$ cat src/rtl/req_encoder_if.sv
// Request/select bus between req_encoder and its consumer.
// Carries capture inputs, the issued index handshake and pending status.
interface req_encoder_if #(
    parameter int N = 4,
    parameter int W = 2
);
    logic         en;
    logic [N-1:0] req;
    logic [W-1:0] out_idx;
    logic         out_valid;
    logic         out_ready;
    logic [N-1:0] pend;
    logic         any_pend;

    modport master (
        input  en,
        input  req,
        input  out_ready,
        output out_idx,
        output out_valid,
        output pend,
        output any_pend
    );

    modport slave (
        output en,
        output req,
        output out_ready,
        input  out_idx,
        input  out_valid,
        input  pend,
        input  any_pend
    );
endinterface

$ cat src/rtl/req_encoder.sv
// Sticky one-hot request collector with lowest-index-first encoding.
// Issues indices over valid/ready; each handshake retires its request.
module req_encoder #(
    parameter int N = 4,
    parameter int W = 2
) (
    input  logic          clk,
    input  logic          rst_n,
    req_encoder_if.master bus
);
    typedef enum logic {
        IDLE,
        PRESENT
    } state_t;

    state_t       state_q;
    state_t       state_nxt;
    logic [N-1:0] pend_q;
    logic [N-1:0] pend_nxt;
    logic [W-1:0] idx_q;
    logic [W-1:0] idx_nxt;
    logic         any_q;
    logic         hs;
    logic [N-1:0] clr;
    logic [N-1:0] rem;
    logic [N-1:0] set;

    function automatic logic [W-1:0] pri(input logic [N-1:0] x);
        logic [W-1:0] r;
        r = '0;
        for (int i = N - 1; i >= 0; i--) begin
            if (x[i]) r = W'(i);
        end
        return r;
    endfunction

    assign hs  = (state_q == PRESENT) && bus.out_ready;
    assign clr = hs ? (N'(1) << idx_q) : '0;
    assign rem = pend_q & ~clr;
    // New requests are ORed in after the clear so a same-cycle set wins.
    assign set = bus.en ? bus.req : '0;
    assign pend_nxt = rem | set;

    always_comb begin
        state_nxt = state_q;
        idx_nxt   = idx_q;
        unique case (state_q)
            IDLE: begin
                if (bus.en && (pend_q != '0)) begin
                    idx_nxt   = pri(pend_q);
                    state_nxt = PRESENT;
                end
            end
            PRESENT: begin
                if (hs) begin
                    if (bus.en && (rem != '0)) begin
                        idx_nxt = pri(rem);
                    end else begin
                        state_nxt = IDLE;
                    end
                end
            end
            default: state_nxt = IDLE;
        endcase
    end

    always_ff @(posedge clk or negedge rst_n) begin
        if (!rst_n) begin
            state_q <= IDLE;
            pend_q  <= '0;
            idx_q   <= '0;
            any_q   <= 1'b0;
        end else begin
            state_q <= state_nxt;
            pend_q  <= pend_nxt;
            idx_q   <= idx_nxt;
            any_q   <= |pend_nxt;
        end
    end

    assign bus.out_idx   = idx_q;
    assign bus.out_valid = (state_q == PRESENT);
    assign bus.pend      = pend_q;
    assign bus.any_pend  = any_q;
endmodule

$ cat src/flat_wrapper.sv
// flat-port wrapper written by rule: the top's interface ports become plain ports
module req_encoder_flat 
#(
    parameter int N = 4,
    parameter int W = 2
)
  (clk, rst_n, bus_en, bus_req, bus_out_ready, bus_out_idx, bus_out_valid, bus_pend, bus_any_pend);
  req_encoder_if #(.N(N), .W(W)) bus_i ();
  input  logic clk;
  input  logic rst_n;
  input wire logic [$bits(bus_i.en)-1:0] bus_en;
  input wire logic [$bits(bus_i.req)-1:0] bus_req;
  input wire logic [$bits(bus_i.out_ready)-1:0] bus_out_ready;
  output wire logic [$bits(bus_i.out_idx)-1:0] bus_out_idx;
  output wire logic [$bits(bus_i.out_valid)-1:0] bus_out_valid;
  output wire logic [$bits(bus_i.pend)-1:0] bus_pend;
  output wire logic [$bits(bus_i.any_pend)-1:0] bus_any_pend;
  assign bus_i.en = bus_en;
  assign bus_i.req = bus_req;
  assign bus_i.out_ready = bus_out_ready;
  assign bus_out_idx = bus_i.out_idx;
  assign bus_out_valid = bus_i.out_valid;
  assign bus_pend = bus_i.pend;
  assign bus_any_pend = bus_i.any_pend;
  req_encoder #(.N(N), .W(W)) u_core (.clk(clk), .rst_n(rst_n), .bus(bus_i));
endmodule
$ cat config.mk
export PLATFORM = sky130hd
export DESIGN_NAME = req_encoder_flat
export DESIGN_NICKNAME = d
export VERILOG_FILES = /design/src/rtl/req_encoder_if.sv /design/src/rtl/req_encoder.sv /design/src/flat_wrapper.sv
export SDC_FILE = /design/constraint.sdc
export NUM_CORES = 1
export LEC_CHECK = 0
export BUFFER_PORTS_ARGS = -buffer_cell sky130_fd_sc_hd__buf_2
export CAP_MARGIN = 20
export CORE_AREA = 3 3 40 42
export DETAILED_ROUTE_END_ITERATION = 8
export DIE_AREA = 0 0 43 45
export GPL_TIMING_DRIVEN = 0
export PLACE_DENSITY = 0.71
export SLEW_MARGIN = 15
export SYNTH_ARGS = -nofsm -noshare
export SYNTH_HDL_FRONTEND = slang
export SYNTH_SLANG_ARGS = --single-unit
$ cat constraint.sdc
create_clock -name clk -period 1.47 [get_ports clk]
set_input_delay 0 -clock clk [delete_from_list [all_inputs] [get_ports clk]]
set_output_delay 0 -clock clk [all_outputs]
set_load 0.02 [all_outputs]
### Word-level counts from Yosys, hierarchy flattened

Cells that the tools add are included.

* shift operators: 1
* eq/ne operators: 3
* reduce and logical (&&, ||, !) cells: 7
* bitwise logic cells: 4
* muxes and demuxes: 18

Operators with widths (count)
* $mux 2: 11
* $mux 4: 2
* $reduce_bool 4->1: 2
* $and 4x4->4: 1
* $ne 2x2->1 const B: 2
* $not 4->4: 1
* $or 4x4->4: 1
* $pmux 2 s2: 1
* $reduce_or 4->1: 1
* $shl 1x2->4 const A: 1
* $logic_and 1x1->1: 3
* $mux 1: 3
* $reduce_and 3->1: 1
* $ne 2x1->1 const B: 1
* $pmux 1 s2: 1
* $not 1->1: 1

* register bits after elaboration: 8
* logic and storage cells: 37
* output and inout bits: 8
* bits of input ports: 8

### Depth between registers and ports, before layout

Gate-level depths: netlist of the first run.

* depth after elaboration: 11
* depth in mapped cells: 5
* mapped depth without buffers: 4

### Worst setup path after synthesis of the first run

OpenSTA, ideal clock, no wires.

* path kind: register to register
* start: register u_core.idx_q[1] (netlist: u_core.bus.out_idx[1])
* end: register u_core.idx_q[1] (netlist: u_core.bus.out_idx[1])
* path buffers: 0
* path slack: 0.020 ns
* cell stages (with the launch flop): 5
* data arrival time: 1.330 ns
* setup time: 0.120 ns
* period minus slack after synthesis: 1.450 ns
* data required time: 1.350 ns
* path through: dfrtp_1 -> nand4bb_1 -> a21oi_1 -> o22ai_2 -> o211a_1

* cells in the longest elaborated chain, start to end: 11

RTL lines
* start, declared: RTL line req_encoder.sv:20 `logic [W-1:0] idx_q;`
* start signal, assigned: RTL line req_encoder.sv:76 `idx_q <= idx_nxt;`
* $shl 1x2->4 *: RTL line req_encoder.sv:38 `assign clr = hs ? (N'(1) << idx_q) : '0;`
* $mux 4 *: RTL line req_encoder.sv:38
* $not 4->4 *: RTL line req_encoder.sv:39 `assign rem = pend_q & ~clr;`
* $and 4x4->4 *: RTL line req_encoder.sv:39
* $mux 2 (4 in a row): RTL line req_encoder.sv:32 `if (x[i]) r = W'(i);`
* $mux 2: RTL line req_encoder.sv:56 `if (bus.en && (rem != '0)) begin`
* $mux 2: RTL line req_encoder.sv:55 `if (hs) begin`
* $pmux 2 s2: RTL line req_encoder.sv:47 `unique case (state_q)`

Every way passes the cells marked *; elsewhere a longest branch is shown, timed or not. The select of a mux whose other input is x is not followed.
A chain may end at the register's enable or synchronous reset.

### Worst setup path in the final report of the first run

* start: register u_core.idx_q[1] (netlist: u_core.bus.out_idx[1])
* end: register u_core.idx_q[0] (netlist: u_core.bus.out_idx[0])

Same word-level chain as after synthesis.

==> run summary, run 1 <==
Setup TNS: 0 ps
R2R Path Start: u_core.bus.out_idx[1]
Post-DP HPWL: 1.08 mm
Tcrit/Tclk final: 0.958
Routed length on met3: 83 µm
Die width: 43 µm
Wl on met1: 663 µm
Endpoints failing setup: 0
Register area share after synthesis: 0.325
WL final: 1.66 mm
CTS buffer count: 3
H-tree Lvls: 1
Clk buf depth: 2
PwrDens: 1590 mW/mm²
Die Y: 45 µm
Syn nets: 68
Post-route ant nets: 0
WL met2: 865 µm
Netlist cell types: 40
Diodes inserted: 0
Initial antenna violation count: 0
Clock Pin Slew Worst Setup and Hold Paths: 50 ps
Startpoint types: flip-flop
Outcome: completed
HP Class: input port to asynchronous set/reset pin
Vias in the first global route: 561
Maximum resistive drop on vdd: 790 µV
Critical Path Fanout Max: 7
First-pass GRT wire length: 2.48 mm
DRT iter0 DRCs: 22
Ys Warns: 0
Via density: 5.84
Core footprint: 0.00128 mm²
DRC Markers: 0
Syn avg cell area: 10.3 µm²
# IOs: 16
Crit end category: flip-flop
Max_slew headroom: 0.775
Flops & latches, synth: 8
Power consumption: 0.00137 W
Pin count of the biggest net entering global routing: 11
Congestion Overflow GR: 0
Worst Clk Skew: 2.45 ps
Area Growth Syn to Fin: 39.4%
Post-Place Cells: 89
CTS tree: yes
Synthesized area: 616 µm²
Vias: 590
Fillers: 88
Setup CP Type: flip-flop to flip-flop
Top Layer Used: met4
Starting Density: 0.479
Rows: 13
Skew-Pair Late Insertion Delay: 250 ps
Pleak: 0.381 nW
Drt wl/cell: 16.4 µm
Least-Margin Pin Slew: 338 ps
Router iterations before antenna repair: 4
Mapped Cells: 60
CTS sink cnt: 8
Max Clock Freq: 0.710 GHz
Finished Layout Cells: 101
Worst EP required: 1620 ps
Final Slew Violations: 0
Tot GR Track Use: 0.182
Worst Path Arrival: 1550 ps
CP Launch Point: u_core.bus.out_idx[1]
Final hold vios: 0
Die Footprint: 0.00194 mm²
MaxCap Viol Count: 0
Placer congestion estimate: 0.868
Root Buffer: clkbuf_4
Share of layout cells above drive strength 1: 0.512
IO buf count: 14
NumNets Final: 96
Period minus WS final: 1410 ps
-- cell usage in the layout (no fill, tap or decap), types with 2 or more instances in the layout --
master / n
inv_1: 2
dfrtp_1: 5
buf_4: 4
nor2_1: 2
buf_2: 16
dfrtp_2: 3
nand2_1: 8
clkbuf_4: 3
o21ai_0: 3
dlygate4sd3_1: 5
o22ai_1: 2
a21oi_2: 2
-- synth_stat cells --
library cell / number / share of area
a21boi_0: 1 / 0.012
a21o_1: 1 / 0.012
a21oi_1: 1 / 0.0081
a21oi_2: 1 / 0.014
a22o_2: 1 / 0.016
a2bb2o_2: 1 / 0.018
a2bb2oi_1: 1 / 0.014
a31o_1: 1 / 0.014
and2b_1: 1 / 0.012
and3_2: 1 / 0.012
buf_2: 1 / 0.0081
buf_6: 1 / 0.018
clkbuf_2: 1 / 0.0081
clkbuf_8: 1 / 0.022
dfrtp_1: 8 / 0.33
inv_1: 2 / 0.012
inv_2: 1 / 0.0061
nand2_1: 8 / 0.049
nand3_1: 1 / 0.0081
nand3b_1: 1 / 0.012
nand3b_4: 1 / 0.033
nand4_1: 1 / 0.010
nand4_2: 1 / 0.020
nand4b_2: 1 / 0.024
nand4bb_1: 1 / 0.018
nor2_1: 2 / 0.012
nor3b_1: 1 / 0.012
o211a_1: 1 / 0.016
o211ai_1: 1 / 0.012
o211ai_2: 1 / 0.020
o21a_1: 1 / 0.012
o21ai_0: 3 / 0.024
o22ai_1: 2 / 0.020
o22ai_2: 1 / 0.020
o311ai_2: 1 / 0.026
o311ai_4: 1 / 0.043
o31ai_1: 1 / 0.012
o32a_2: 1 / 0.018
o41ai_1: 2 / 0.028
or2b_1: 1 / 0.012
-- final cells by class --
| type | instances | area [µm²] | share of cell area |
|---|---|---|---|
| well taps | 15 | 18.8 | 0.0219 |
| plain buffers | 4 | 35.0 | 0.0408 |
| clock buffers | 3 | 22.5 | 0.0262 |
| inverters | 3 | 11.3 | 0.0131 |
| flip-flops and latches | 8 | 204 | 0.238 |
| repair buffers | 23 | 150 | 0.175 |
| multi-input cells | 45 | 417 | 0.485 |
-- final timing paths --
| check | end | slack, ps | cells past startpoint |
|---|---|---|---|
| worst max-delay path | u_core.bus.out_idx[0] | 60 | 4 |
| worst min-delay path | u_core.bus.pend[0] | 110 | 2 |
| worst max register to register | u_core.bus.out_idx[0] | 60 | 4 |
| worst min register to register | u_core.bus.out_idx[1] | 690 | 2 |
| max in group asynchronous | u_core.bus.out_idx[1] | 1170 | 2 |
| min in group clk | u_core.bus.out_valid | 170 | 3 |
-- worst max-delay path, cell delays in order (launching register included) --
cell and delay [ps]:
dfrtp_2 440, nand3b_4 190, o311ai_4 260, o22ai_2 160
o311ai_2 250
-- routing by layer --
layer / GRT usage / up-vias
li1: - / 286
met1: 0.195 / 274
met2: 0.317 / 24
met3: 0.0598 / 6
met4: 0.102 / 0
met5: 0 / -
-- registers in the layout (all words and copies together) (netlist names) --
signal	cells
u_core.bus.pend	4
u_core.bus.out_idx	2
u_core.bus.any_pend	1
u_core.bus.out_valid	1
-- report_power, final --
part	total [W]	internal, W	switching (W)
clock network	0.000162	0.0000930	0.0000691
logic	0.000750	0.000352	0.000398
registers	0.000456	0.000300	0.000156
total	0.00137	0.000745	0.000623
-- what timing repair did --
action	CTS	global route
setup endpoints to repair	2	2
buffers inserted	0	4
endpoints found under the hold margin	12	0
hold buffers	5	0
resized for setup	3	6
pin swaps	0	1
-- per-stage QoR --
stage	util	instance area, µm²	hold slack (ps)	setup WS (ps)
floorplan	-	616	-296	19.7
global placement	0.548	704	-155	-11.3
detailed placement	0.548	704	-151	-57.9
CTS	0.614	790	116	11.9
global route	0.668	858	145	-4.40
finish	0.668	858	114	61.5
-- cell families (layout without fill, tap and decap cells) --
group           count (synthesis)  after routing  share of synthesized area
flops                           8              8                      0.325
compound gates                 24             24                      0.364
buf+inv                         7             33                     0.0752
simple gates                   21             21                      0.236
(Power assumes the default switching activity.)
==> run 2: changes to the inputs <==
--- a/config.mk
+++ b/config.mk
@@ -12,6 +12,7 @@
 export DIE_AREA = 0 0 43 45
 export GPL_TIMING_DRIVEN = 0
 export PLACE_DENSITY = 0.71
+export RECOVER_POWER = 100
 export SLEW_MARGIN = 15
 export SYNTH_ARGS = -nofsm -noshare
 export SYNTH_HDL_FRONTEND = slang
==> run 2 against run 1 <==
  * Clock skew about the same
  * Global-route usage unchanged
  * Power decreased by 0.17%
  * Maximum frequency increased by 0.17%
  * Design area decreased by 0.44%
  * Flip-flop and latch count unchanged
  * Routed wire length increased by 0.12%
  * Critical endpoint unchanged
  * Largest cell class unchanged
==> run summary, run 2 (same netlist as run 1, synthesis figures left out) <==
Outcome: completed
CTS sink cnt: 8 (unchanged)
Rows: 13 (unchanged)
Diodes inserted: 0 (unchanged)
Maximum resistive drop on vdd: 789 µV (about the same)
Drt wl/cell: 16.4 µm (+0.12%)
Router iterations before antenna repair: 4 (unchanged)
NumNets Final: 96 (unchanged)
Initial antenna violation count: 0 (unchanged)
IO buf count: 14 (unchanged)
First-pass GRT wire length: 2.48 mm (unchanged)
Hold path start: bus_out_ready
R2R Path Start: u_core.bus.out_idx[1]
H-tree Lvls: 1 (unchanged)
Max FFs per register: 4 (unchanged)
Max Clock Freq: 0.711 GHz (+0.17%)
Smallest hold slack: 169 ps (+55.2 ps)
Area Growth Syn to Fin: 38.8%
Share of layout cells above drive strength 1: 0.477 (-0.0349)
CP cell instances: nand3b_4 -> o311ai_4 -> o22ai_2 -> o311ai_2
Via density: 5.83 (-0.17%)
WL final: 1.66 mm (+0.12%)
Least-Margin Pin Slew: 430 ps (+92.2 ps)
Pin count of the biggest net entering global routing: 11 (unchanged)
Final core occ: 0.665 (-0.00292)
Critical Path Fanout Max: 7 (unchanged)
Final Slew Violations: 0 (unchanged)
DRC Markers: 0 (unchanged)
Congestion Overflow GR: 0 (unchanged)
HP Class: input port to flip-flop
Final hold vios: 0 (unchanged)
CP Launch Point: u_core.bus.out_idx[1]
Slowest cell on the critical path: dfrtp_2
Most common cell after layout, fill and taps aside: buf_2
Pleak: 0.375 nW (-1.6%)
MaxCap Viol Count: 0 (unchanged)
Worst Path Arrival: 1550 ps (about the same)
Endpoints failing setup: 0 (unchanged)
Post-Place Cells: 89 (unchanged)
Setup CP Type: flip-flop to flip-flop
Crit-path leading delay family: compound AO/OA/AOI/OAI gates
Post-DP HPWL: 1.08 mm (unchanged)
Post-Place Worst Slack: -57.9 ps (unchanged)
CP bufs+invs: 0 (unchanged)
Setup WS post-layout: 63.8 ps (+2.33 ps)
Finished Layout Cells: 101 (unchanged)
# IOs: 16 (unchanged)
Startpoint types: flip-flop
Skew-Pair Late Insertion Delay: 250 ps (about the same)
Clock Pin Slew Worst Setup and Hold Paths: 50 ps (about the same)
Post-route ant nets: 0 (unchanged)
Crit end category: flip-flop
Commonest non-fill, non-tap cells in the layout: buf_2 (13), nand2_1 (8), dlygate4sd3_1 (5), dfrtp_1 (5), buf_4 (4)
CTS tree: yes
Root Buffer: clkbuf_4
Worst Clk Skew: 2.23 ps (-0.220 ps)
Vias in the first global route: 561 (unchanged)
Tcrit/Tclk final: 0.957 (-0.00159)
Die Footprint: 0.00194 mm² (unchanged)
Die width: 43 µm (unchanged)
DRT iter0 DRCs: 21 (-4.5%)
Vias: 589 (-0.17%)
Clk buf depth: 2 (unchanged)
Power consumption: 0.00137 W (-0.17%)
Starting Density: 0.479 (unchanged)
Placer congestion estimate: 0.868 (unchanged)
Core footprint: 0.00128 mm² (unchanged)
Worst EP required: 1620 ps (about the same)
PwrDens: 1600 mW/mm² (+0.26%)
CTS buffer count: 3 (unchanged)
Tot GR Track Use: 0.182 (unchanged)
Die Y: 45 µm (unchanged)
Critical Path Max Stage Delay: 440 ps (about the same)
Period minus WS final: 1410 ps (-2.33 ps)
Max_slew headroom: 0.713 (-0.0615)
==> run 2: final cells by class <==
cell class,instances,area (µm²)
multi-input cells,45,417
flip-flops and latches,8,204
repair buffers,23,146
well taps,15,18.8
plain buffers,4,35.0
inverters,3,11.3
fillers,90,430
clock buffers,3,22.5
==> run 2: repair_timing <==
item,in CTS,in global routing
hold buffers,5,0
pin swaps,0,1
cloned,0,0
resized for setup,3,6
setup endpoints to repair,2,2
endpoints found under the hold margin,12,0
setup buffers,0,4
==> run 2: final timing paths <==
path | slack, ps | depth (start not counted) | end
min | 170 | 3 | u_core.bus.out_valid
max in group asynchronous | 960 | 2 | u_core.bus.out_idx[1]
max reg2reg | 60 | 4 | u_core.bus.out_idx[0]
min in group asynchronous | 190 | 2 | u_core.bus.pend[0]
min reg2reg | 690 | 2 | u_core.bus.out_idx[1]
max | 60 | 4 | u_core.bus.out_idx[0]
==> run 2: through the flow <==
stage	setup TNS [ps]	cell area [µm²]
CTS	0	790
finish	0	855
global route	-4.40	855
floorplan	0	616
global placement	-18.7	704
detailed placement	-66.5	704
==> run 2: metal layers <==
metal | up-vias | GRT usage | part of all wire
li1 | 286 | - | -
met1 | 275 | 0.195 | 0.40
met3 | 6 | 0.0598 | 0.044
met2 | 22 | 0.317 | 0.52
met5 | - | 0 | 0
met4 | 0 | 0.102 | 0.027
==> run 2: power by group <==
group / switching [W] / total, W / internal, W
registers: 0.000157 / 0.000457 / 0.000300
clock network: 0.0000698 / 0.000163 / 0.0000930
logic: 0.000398 / 0.000746 / 0.000348
total: 0.000625 / 0.00137 / 0.000741
==> run 2: tightest hold or removal path: cells and delay by family <==
kind | cells | cell delay (ps)
buffers and inverters | 1 | 170
and+or+nand+nor | 1 | 70
AOI/OAI and AO/OA | 1 | 140
